[config.mk]
export PLATFORM = sky130hd
export DESIGN_NAME = source_data_sequencer_flat
export DESIGN_NICKNAME = d
export VERILOG_FILES = /design/src/rtl/source_data_sequencer_if.sv /design/src/rtl/source_data_sequencer.sv /design/src/flat_wrapper.sv
export SDC_FILE = /design/constraint.sdc
export NUM_CORES = 1
export LEC_CHECK = 0
export CAP_MARGIN = 10
export CORE_MARGIN = 10
export CORE_UTILIZATION = 55
export DETAILED_ROUTE_END_ITERATION = 10
export GPL_ROUTABILITY_DRIVEN = 1
export MAX_ROUTING_LAYER = met4
export PLACE_DENSITY = 0.93
export REMOVE_ABC_BUFFERS = 1
export SLEW_MARGIN = 20
export SYNTH_ARGS = -nofsm -noshare
export SYNTH_HDL_FRONTEND = slang
export SYNTH_SLANG_ARGS = --single-unit
[constraint.sdc]
create_clock -name clk -period 8.7 [get_ports clk]
set_clock_uncertainty 0.1 [all_clocks]
set_input_delay 0.87 -clock clk [delete_from_list [all_inputs] [get_ports clk]]
set_output_delay 0.87 -clock clk [all_outputs]
set_load 0.05 [all_outputs]
[src/rtl/source_data_sequencer_if.sv]
// Source-word and lane-beat handshake bundle for source_data_sequencer.
// The master modport is the sequencer: it consumes source words and drives lane beats.
interface source_data_sequencer_if;
    logic [15:0] s_data;
    logic        s_valid;
    logic        s_ready;
    logic [15:0] m_data;
    logic        m_valid;
    logic        m_ready;
    logic        m_last;

    modport master (
        input  s_data,
        input  s_valid,
        input  m_ready,
        output s_ready,
        output m_data,
        output m_valid,
        output m_last
    );

    modport slave (
        output s_data,
        output s_valid,
        output m_ready,
        input  s_ready,
        input  m_data,
        input  m_valid,
        input  m_last
    );
endinterface

[src/rtl/source_data_sequencer.sv]
// Serialises a programmed run of 16-bit source words onto a 1/2/4/8/16-bit lane,
// high byte first with the least-significant group of each byte leading.
module source_data_sequencer #(
    parameter int LEN_W = 12
) (
    input  logic             clk,
    input  logic             rst_n,
    input  logic             start,
    input  logic [2:0]       width_sel,
    input  logic [LEN_W-1:0] word_cnt,
    input  logic             abort,
    output logic             busy,
    output logic             done,
    source_data_sequencer_if.master bus
);

    typedef enum logic [1:0] {
        ST_IDLE,
        ST_FETCH,
        ST_SHIFT
    } state_t;

    state_t           r_state;
    state_t           w_next_state;
    logic [2:0]       r_width;
    logic [LEN_W-1:0] r_words_left;
    logic [15:0]      r_word;
    logic [3:0]       r_beat;
    logic             r_busy;
    logic             r_done;

    logic             w_start_ok;
    logic             w_s_ready;
    logic             w_s_fire;
    logic             w_m_valid;
    logic             w_m_fire;
    logic             w_last_beat;
    logic             w_more_words;
    logic             w_done_next;
    logic             w_hi;
    logic [3:0]       w_beats_m1;
    logic [3:0]       w_bpb_m1;
    logic [3:0]       w_group;
    logic [3:0]       w_offset;
    logic [15:0]      w_mask;
    logic [15:0]      w_shifted;

    // Width code is normalised to 0..4 when latched, so 4 always means a 16-bit lane.
    always_comb begin
        // NOTE: every combinational output gets a default first so no path can infer a latch.
        w_beats_m1 = 4'd0;
        w_bpb_m1   = 4'd0;
        w_mask     = 16'hFFFF;
        case (r_width)
            3'd0: begin w_beats_m1 = 4'd15; w_bpb_m1 = 4'd7; w_mask = 16'h0001; end
            3'd1: begin w_beats_m1 = 4'd7;  w_bpb_m1 = 4'd3; w_mask = 16'h0003; end
            3'd2: begin w_beats_m1 = 4'd3;  w_bpb_m1 = 4'd1; w_mask = 16'h000F; end
            3'd3: begin w_beats_m1 = 4'd1;  w_bpb_m1 = 4'd0; w_mask = 16'h00FF; end
            default: begin w_beats_m1 = 4'd0; w_bpb_m1 = 4'd0; w_mask = 16'hFFFF; end
        endcase
    end

    // Beats [0, bpb) come from the high byte; the group index within a byte counts up from bit 0.
    assign w_hi      = (r_beat <= w_bpb_m1);
    assign w_group   = r_beat & w_bpb_m1;
    assign w_offset  = (r_width == 3'd4) ? 4'd0
                     : ((w_hi ? 4'd8 : 4'd0) + (w_group << r_width));
    assign w_shifted = r_word >> w_offset;

    assign w_m_valid    = (r_state == ST_SHIFT);
    assign w_last_beat  = (r_beat == w_beats_m1);
    assign w_more_words = (r_words_left != '0);
    assign w_m_fire     = w_m_valid & bus.m_ready;
    assign w_s_fire     = w_s_ready & bus.s_valid;
    assign w_start_ok   = (r_state == ST_IDLE) & start & ~abort;

    // s_ready is held low under abort so no source word is consumed and then thrown away.
    always_comb begin
        w_next_state = r_state;
        w_s_ready    = 1'b0;
        w_done_next  = 1'b0;
        if (abort) begin
            w_next_state = ST_IDLE;
        end else begin
            case (r_state)
                ST_IDLE: begin
                    if (start) begin
                        if (word_cnt != '0) w_next_state = ST_FETCH;
                        else                w_done_next  = 1'b1;
                    end
                end
                ST_FETCH: begin
                    w_s_ready = 1'b1;
                    if (bus.s_valid) w_next_state = ST_SHIFT;
                end
                ST_SHIFT: begin
                    if (w_last_beat) begin
                        if (w_more_words) begin
                            w_s_ready = bus.m_ready;
                            if (bus.m_ready)
                                w_next_state = bus.s_valid ? ST_SHIFT : ST_FETCH;
                        end else if (bus.m_ready) begin
                            w_next_state = ST_IDLE;
                            w_done_next  = 1'b1;
                        end
                    end
                end
                default: w_next_state = ST_IDLE;
            endcase
        end
    end

    always_ff @(posedge clk or negedge rst_n) begin
        // NOTE: sequential state uses non-blocking assignments so every register samples pre-edge values.
        if (!rst_n) r_state <= ST_IDLE;
        else        r_state <= w_next_state;
    end

    always_ff @(posedge clk or negedge rst_n) begin
        if (!rst_n) begin
            r_busy       <= 1'b0;
            r_done       <= 1'b0;
            r_width      <= 3'd0;
            r_words_left <= '0;
            r_word       <= 16'h0000;
            r_beat       <= 4'd0;
        end else begin
            r_busy <= (w_next_state != ST_IDLE);
            r_done <= w_done_next;
            if (w_start_ok && (word_cnt != '0)) begin
                r_width      <= (width_sel > 3'd3) ? 3'd4 : width_sel;
                r_words_left <= word_cnt;
            end
            if (w_s_fire) begin
                r_word       <= bus.s_data;
                r_beat       <= 4'd0;
                r_words_left <= r_words_left - LEN_W'(1);
            end else if (w_m_fire && !abort) begin
                r_beat <= w_last_beat ? 4'd0 : (r_beat + 4'd1);
            end
        end
    end

    assign busy        = r_busy;
    assign done        = r_done;
    assign bus.s_ready = w_s_ready;
    assign bus.m_valid = w_m_valid;
    assign bus.m_data  = w_m_valid ? (w_shifted & w_mask) : 16'h0000;
    assign bus.m_last  = w_m_valid & w_last_beat & ~w_more_words;

endmodule

[src/flat_wrapper.sv]
// flat-port wrapper written by rule: the top's interface ports become plain ports
module source_data_sequencer_flat 
#(
    parameter int LEN_W = 12
)
  (clk, rst_n, start, width_sel, word_cnt, abort, busy, done, bus_s_data, bus_s_valid, bus_m_ready, bus_s_ready, bus_m_data, bus_m_valid, bus_m_last);
  source_data_sequencer_if bus_i ();
  input  logic clk;
  input  logic rst_n;
  input  logic start;
  input  logic [2:0] width_sel;
  input  logic [LEN_W-1:0] word_cnt;
  input  logic abort;
  output logic busy;
  output logic done;
  input wire logic [$bits(bus_i.s_data)-1:0] bus_s_data;
  input wire logic [$bits(bus_i.s_valid)-1:0] bus_s_valid;
  input wire logic [$bits(bus_i.m_ready)-1:0] bus_m_ready;
  output wire logic [$bits(bus_i.s_ready)-1:0] bus_s_ready;
  output wire logic [$bits(bus_i.m_data)-1:0] bus_m_data;
  output wire logic [$bits(bus_i.m_valid)-1:0] bus_m_valid;
  output wire logic [$bits(bus_i.m_last)-1:0] bus_m_last;
  assign bus_i.s_data = bus_s_data;
  assign bus_i.s_valid = bus_s_valid;
  assign bus_i.m_ready = bus_m_ready;
  assign bus_s_ready = bus_i.s_ready;
  assign bus_m_data = bus_i.m_data;
  assign bus_m_valid = bus_i.m_valid;
  assign bus_m_last = bus_i.m_last;
  source_data_sequencer #(.LEN_W(LEN_W)) u_core (.clk(clk), .rst_n(rst_n), .start(start), .width_sel(width_sel), .word_cnt(word_cnt), .abort(abort), .busy(busy), .done(done), .bus(bus_i));
endmodule
# [After elaboration in Yosys (flattened, before gate mapping)]
# Index checks and enable logic that the tools add are counted.
[op_classes] addsub=3 magnitude_cmp=2 n_eq_ne=7 n_shift=2 mux=33 n_bitwise=10 n_reduce_logical=10
[ops] cell="$pmux 16 s4" count=1
[ops] cell="$mux 12" count=2
[ops] cell="$reduce_bool 12->1" count=2
[ops] cell="$mux 4" count=5
[ops] cell="$mux 2" count=9
[ops] cell="$and 16x16->16" count=1
[ops] cell="$mux 16" count=1
[ops] cell="$pmux 4 s4" count=1
[ops] cell="$shr 16x4->16" count=1
[ops] cell="$sub 12x1->12 const B" count=1
[ops] cell="$mux 1" count=9
[ops] cell="$pmux 3 s3" count=1
[ops] cell="$and 1x1->1" count=6
[ops] cell="$eq 3x2->1 const B" count=2
[ops] cell="$pmux 2 s3" count=1
[ops] cell="$reduce_bool 2->1" count=3
[ops] cell="$add 4x1->4 const B" count=1
[ops] cell="$add 4x4->4" count=1
[ops] cell="$and 4x3->4" count=1
[ops] cell="$eq 4x4->1" count=1
[ops] cell="$le 4x3->1" count=1
[ops] cell="$pmux 1 s2" count=2
[ops] cell="$shl 4x3->4" count=1
[ops] cell="$eq 3x1->1 const B" count=1
[ops] cell="10 further kinds" count=12
[totals] regBits=39 input_bits=37 out_inout_bits=21

# [Logic depth before layout (Yosys ltp)]
[depth] depth_word=9 depth_mapped=11 ltp_nobuf=9

# [Least setup slack after synthesis]
# No wires, ideal clock.
[synth_timing] path_kind="reg2out" start="register u_core.r_width[2]" end="output bus_m_data[15]" arrival_ns=3.593 setup_slack_ns=4.137 stages_incl_launch_ff=9 n_path_buf=1 path_cell_list="dfrtp_1 clkbuf_1 or2_2 ha_1 a2111oi_0 o21ai_0 a31oi_1 nand3_1 nor3_1"
[synth_between] elab_chain_cells=9 word_cells_on_any_way=16 cone_classes="1 x add/sub; 1 x order compare; 4 x eq/ne; 2 x shift; 5 x mux; 2 x bitwise; 1 x reduce/logical"
[synth_rtl] element="from (decl)" line="source_data_sequencer.sv:25" source="logic [2:0] r_width;"
[synth_rtl] element="from (signal assigned)" line="source_data_sequencer.sv:131" source="r_width <= (width_sel > 3'd3) ? 3'd4 : width_sel;"
[synth_rtl] element="$eq 3x2->1 (tied with other cells)" line="source_data_sequencer.sv:54" source="case (r_width)"
[synth_rtl] element="$pmux 3 s3" line="source_data_sequencer.sv:54"
[synth_rtl] element="$le 4x3->1 / $and 4x3->4 (equally long branches)" line="source_data_sequencer.sv:64, source_data_sequencer.sv:65"
[synth_rtl] element="$mux 4 / $shl 4x3->4 (equally long branches)" line="source_data_sequencer.sv:67" source=": ((w_hi ? 4'd8 : 4'd0) + (w_group << r_width));"
[synth_rtl] element="$add 4x4->4" line="source_data_sequencer.sv:67"
[synth_rtl] element="$mux 4" line="source_data_sequencer.sv:66" source="assign w_offset = (r_width == 3'd4) ? 4'd0"
[synth_rtl] element="$shr 16x4->16" line="source_data_sequencer.sv:68" source="assign w_shifted = r_word >> w_offset;"
[synth_rtl] element="$and 16x16->16 *" line="source_data_sequencer.sv:148" source="assign bus.m_data = w_m_valid ? (w_shifted & w_mask) : 16'h0000;"
[synth_rtl] element="$mux 16 *" line="source_data_sequencer.sv:148"
[synth_rtl] element="to (decl)" line="flat_wrapper.sv:20" source="output wire logic [$bits(bus_i.m_data)-1:0] bus_m_data;"
# Mark *: on every way between the ends. The rest lies on a longest branch, timed or not.

# [Worst setup path in the final report]
# Ends and elaborated chain as after synthesis.

==> impl_metrics.csv <==
group,metric,value,unit
die,coreArea,0.005439,mm2
grt,antenna_found_initial,0,
cells_and_area,n_antenna_cell,0,
die,floorplan.initialDensity,55.85,%
route,drc,0,
clocking,clk_pin_slew,80,ps
logic_synthesis,syn_area,0.003038,mm2
grt,grt_pass1_vias,2769,
die,io_pins,58,
logic_synthesis,syn_inst,318,
logic_synthesis,synth_top_cell_by_area,"dfrtp_1",
logic_synthesis,syn_area_per_cell,9.553,um2
cells_and_area,nNetsFinal,416,
logic_synthesis,ys_ff_latch,39,
place,io_buffers,57,
clocking,cts_resized,0,
clocking,cts_sinks,39,
clocking,cts_setup_buffers,0,
sta,setup_ws,2932,ps
clocking,cts_tree,"done",
sta,slew_violations,0,
route,wl_per_cell,18.64,um
place,place.gp.congestion,0.9012,
worst_setup_path,crit_slowest_cell,"clkdlybuf4s50_1",
job,cap_viol_max_count,0,
grt,grt_start_max_net_pins,40,
logic_synthesis,ys_types,59,
sta,holdWs,422.6,ps
logic_synthesis,yosysWarnings,0,
sta,finalHoldViolations,0,
clocking,cts_hold_buf,0,
cells_and_area,fill_cells,392,
power,powerDensity,239.9,mW/mm2
sta,finalSetupViolCount,0,
sta,rsz0062_at_grt,"false",
worst_setup_path,cp_cell_sequence,"or2_2 > ha_1 > a2111oi_0 > o21ai_0 > a31oi_1 > nand3_1 > nor3_1 > clkdlybuf4s50_1",
power,vdd_drop_max,0.1566,mV
logic_synthesis,synth.yosys.seq_area_share,32.13,%
cells_and_area,finalInstanceArea,0.003775,mm2
route,dr_total_vias,2822,
sta,clock.fmax,0.1734,GHz
min_path,min_path_type,"reg2reg",
logic_synthesis,synth_edf_count,0,
route,drt-initial-drc-count,320,
worst_setup_path,cp-start-kind,"register",
place,place_area,0.003636,mm2
clocking,ctsHtreeMaxLevel,2,
route,via_per_inst,6.414,
cells_and_area,final_common_cell,"clkdlybuf4s50_1",
worst_setup_path,cp.required,7730,ps
grt,grt_use_total,18.95,%
logic_synthesis,synth_flop_cell,"dfrtp_1",
clocking,cts.path.max_buffers,2,
sta,fin_crit,5768,ps
place,dp.final_hpwl,6.003,mm
power,power.leakage,1.428,nW
sta,final.setup.tns,0,ps
logic_synthesis,synth.area.top_cells,"dfrtp_1, mux2i_1, ha_1",
sta,worstMarginPinSlew,1102,ps
worst_setup_path,crit_fanout,15,
grt,grt_pass1_wl,13.37,mm
worst_setup_path,slowest_delay,850,ps
grt,grt-ovfl-total,0,
place,place_worst_setup_slack,3354,ps
worst_setup_path,cp.arrival,4800,ps
worst_setup_path,end_kind,"output pin",
die,die_h,94.32,um
worst_setup_path,critical_path_class,"reg2out",
clocking,numCtsBuffers,5,
logic_synthesis,async_flop_share,100.0,%
die,die_x,94.32,um
cells_and_area,layout_common_cells,"clkdlybuf4s50_1, mux2i_1, dfrtp_1, o21ai_0, nor2_1",
route,routed_wl,8.202,mm
clocking,cts-root-buf,"clkbuf_8",
logic_synthesis,netlist.area_leader.share,32.13,%
status,status,"complete, no violations",
route,drtAntennaViolNets,0,
cells_and_area,syn2layout_area_growth,24.26,%
clocking,clk_latency,300,ps
route,first_pass_iters,4,
die,die-area,0.008896,mm2
cells_and_area,drive_gt1_share,12.77,%
sta,relSlewSlack,26.48,%
die,rows,27,
sta,post-route-period-util,66.30,%
[critical path, delay by kind of cell, from the launching register on]
kind | cells | cell delay [ps]
adder cells (fa/ha/maj) | 1 | 300
AO/OA/AOI/OAI | 3 | 1670
buffers and inverters | 1 | 850
flip-flops | 1 | 570
AND/OR/NAND/NOR | 3 | 1120
[cell usage after synthesis, types with 7 or more instances]
cell type	number
or3_1	7
mux2i_1	41
mux2_2	13
a221o_1	10
ha_1	12
nand2_1	15
buf_2	8
o21ai_0	20
inv_1	12
nor3_1	8
nor2_1	19
dfrtp_1	39
a21oi_1	10
[kinds of logic after synthesis]
logic type | after synthesis | share of synthesized area [%]
compound gates | 77 | 18.74
flops | 39 | 32.13
buf+inv | 29 | 4.160
xor+xnor | 2 | 0.5767
fa+ha+maj | 12 | 4.942
simple gates | 99 | 18.90
mux | 60 | 20.55
[stage by stage]
stage	total power, mW	util [%]	cells
CTS	0.8993	69.36	440
floorplan	0.5955	-	301
global placement	0.6863	66.85	432
finish	0.9056	69.40	440
detailed placement	0.7118	66.85	432
global route	0.9621	69.40	440
[sequential cells by signal (all words and copies together), names as in the netlist]
register,cells
u_core.done,1
u_core.r_words_left,12
u_core.r_beat,4
u_core.busy,1
u_core.r_state,2
u_core.r_word,16
u_core.r_width,3
[area by class of cell]
type,count,area [um2],share of cell area [%]
Tap cell,72,90.09,2.386
Multi-Input combinational cell,250,1947,51.57
Clock inverter,3,67.56,1.790
Sequential cell,39,975.9,25.85
Clock buffer,5,68.82,1.823
Inverter,12,45.04,1.193
Timing Repair Buffer,59,580.6,15.38
[report_power, final]
| group | internal [mW] | total [mW] | leakage, nW | switching, mW |
|---|---|---|---|---|
| logic | 0.180 | 0.395 | 0.860 | 0.215 |
| clock network | 0.114 | 0.185 | 0.0644 | 0.0710 |
| registers | 0.246 | 0.325 | 0.504 | 0.0789 |
| total | 0.541 | 0.906 | 1.43 | 0.365 |
[layer usage]
layer | global-route usage, % | routed length (um)
met4 | 6.203 | 133
met3 | 3.677 | 412
met2 | 31.35 | 4184
met1 | 22.52 | 3472
met5 | - | 0
[final timing paths]
kind / slack [ps] / end / depth (start not counted) / startpoint
setup / recovery: 2930 / bus_m_data[15] / 8 / u_core.r_width[2]$_DFFE_PN0P_
hold / removal: 420 / u_core.r_word[1]$_DFFE_PN0N_ / 1 / u_core.r_word[1]$_DFFE_PN0N_
setup reg to reg: 5610 / u_core.r_word[12]$_DFFE_PN0N_ / 9 / u_core.r_words_left[0]$_DFFE_PN0P_
hold reg to reg: 420 / u_core.r_word[1]$_DFFE_PN0N_ / 1 / u_core.r_word[1]$_DFFE_PN0N_
max in group asynchronous: 7390 / u_core.r_word[8]$_DFFE_PN0N_ / 1 / rst_n
min in group asynchronous: 570 / u_core.r_word[15]$_DFFE_PN0N_ / 1 / rst_n
No activity file was read; power rests on OpenSTA's default activity.
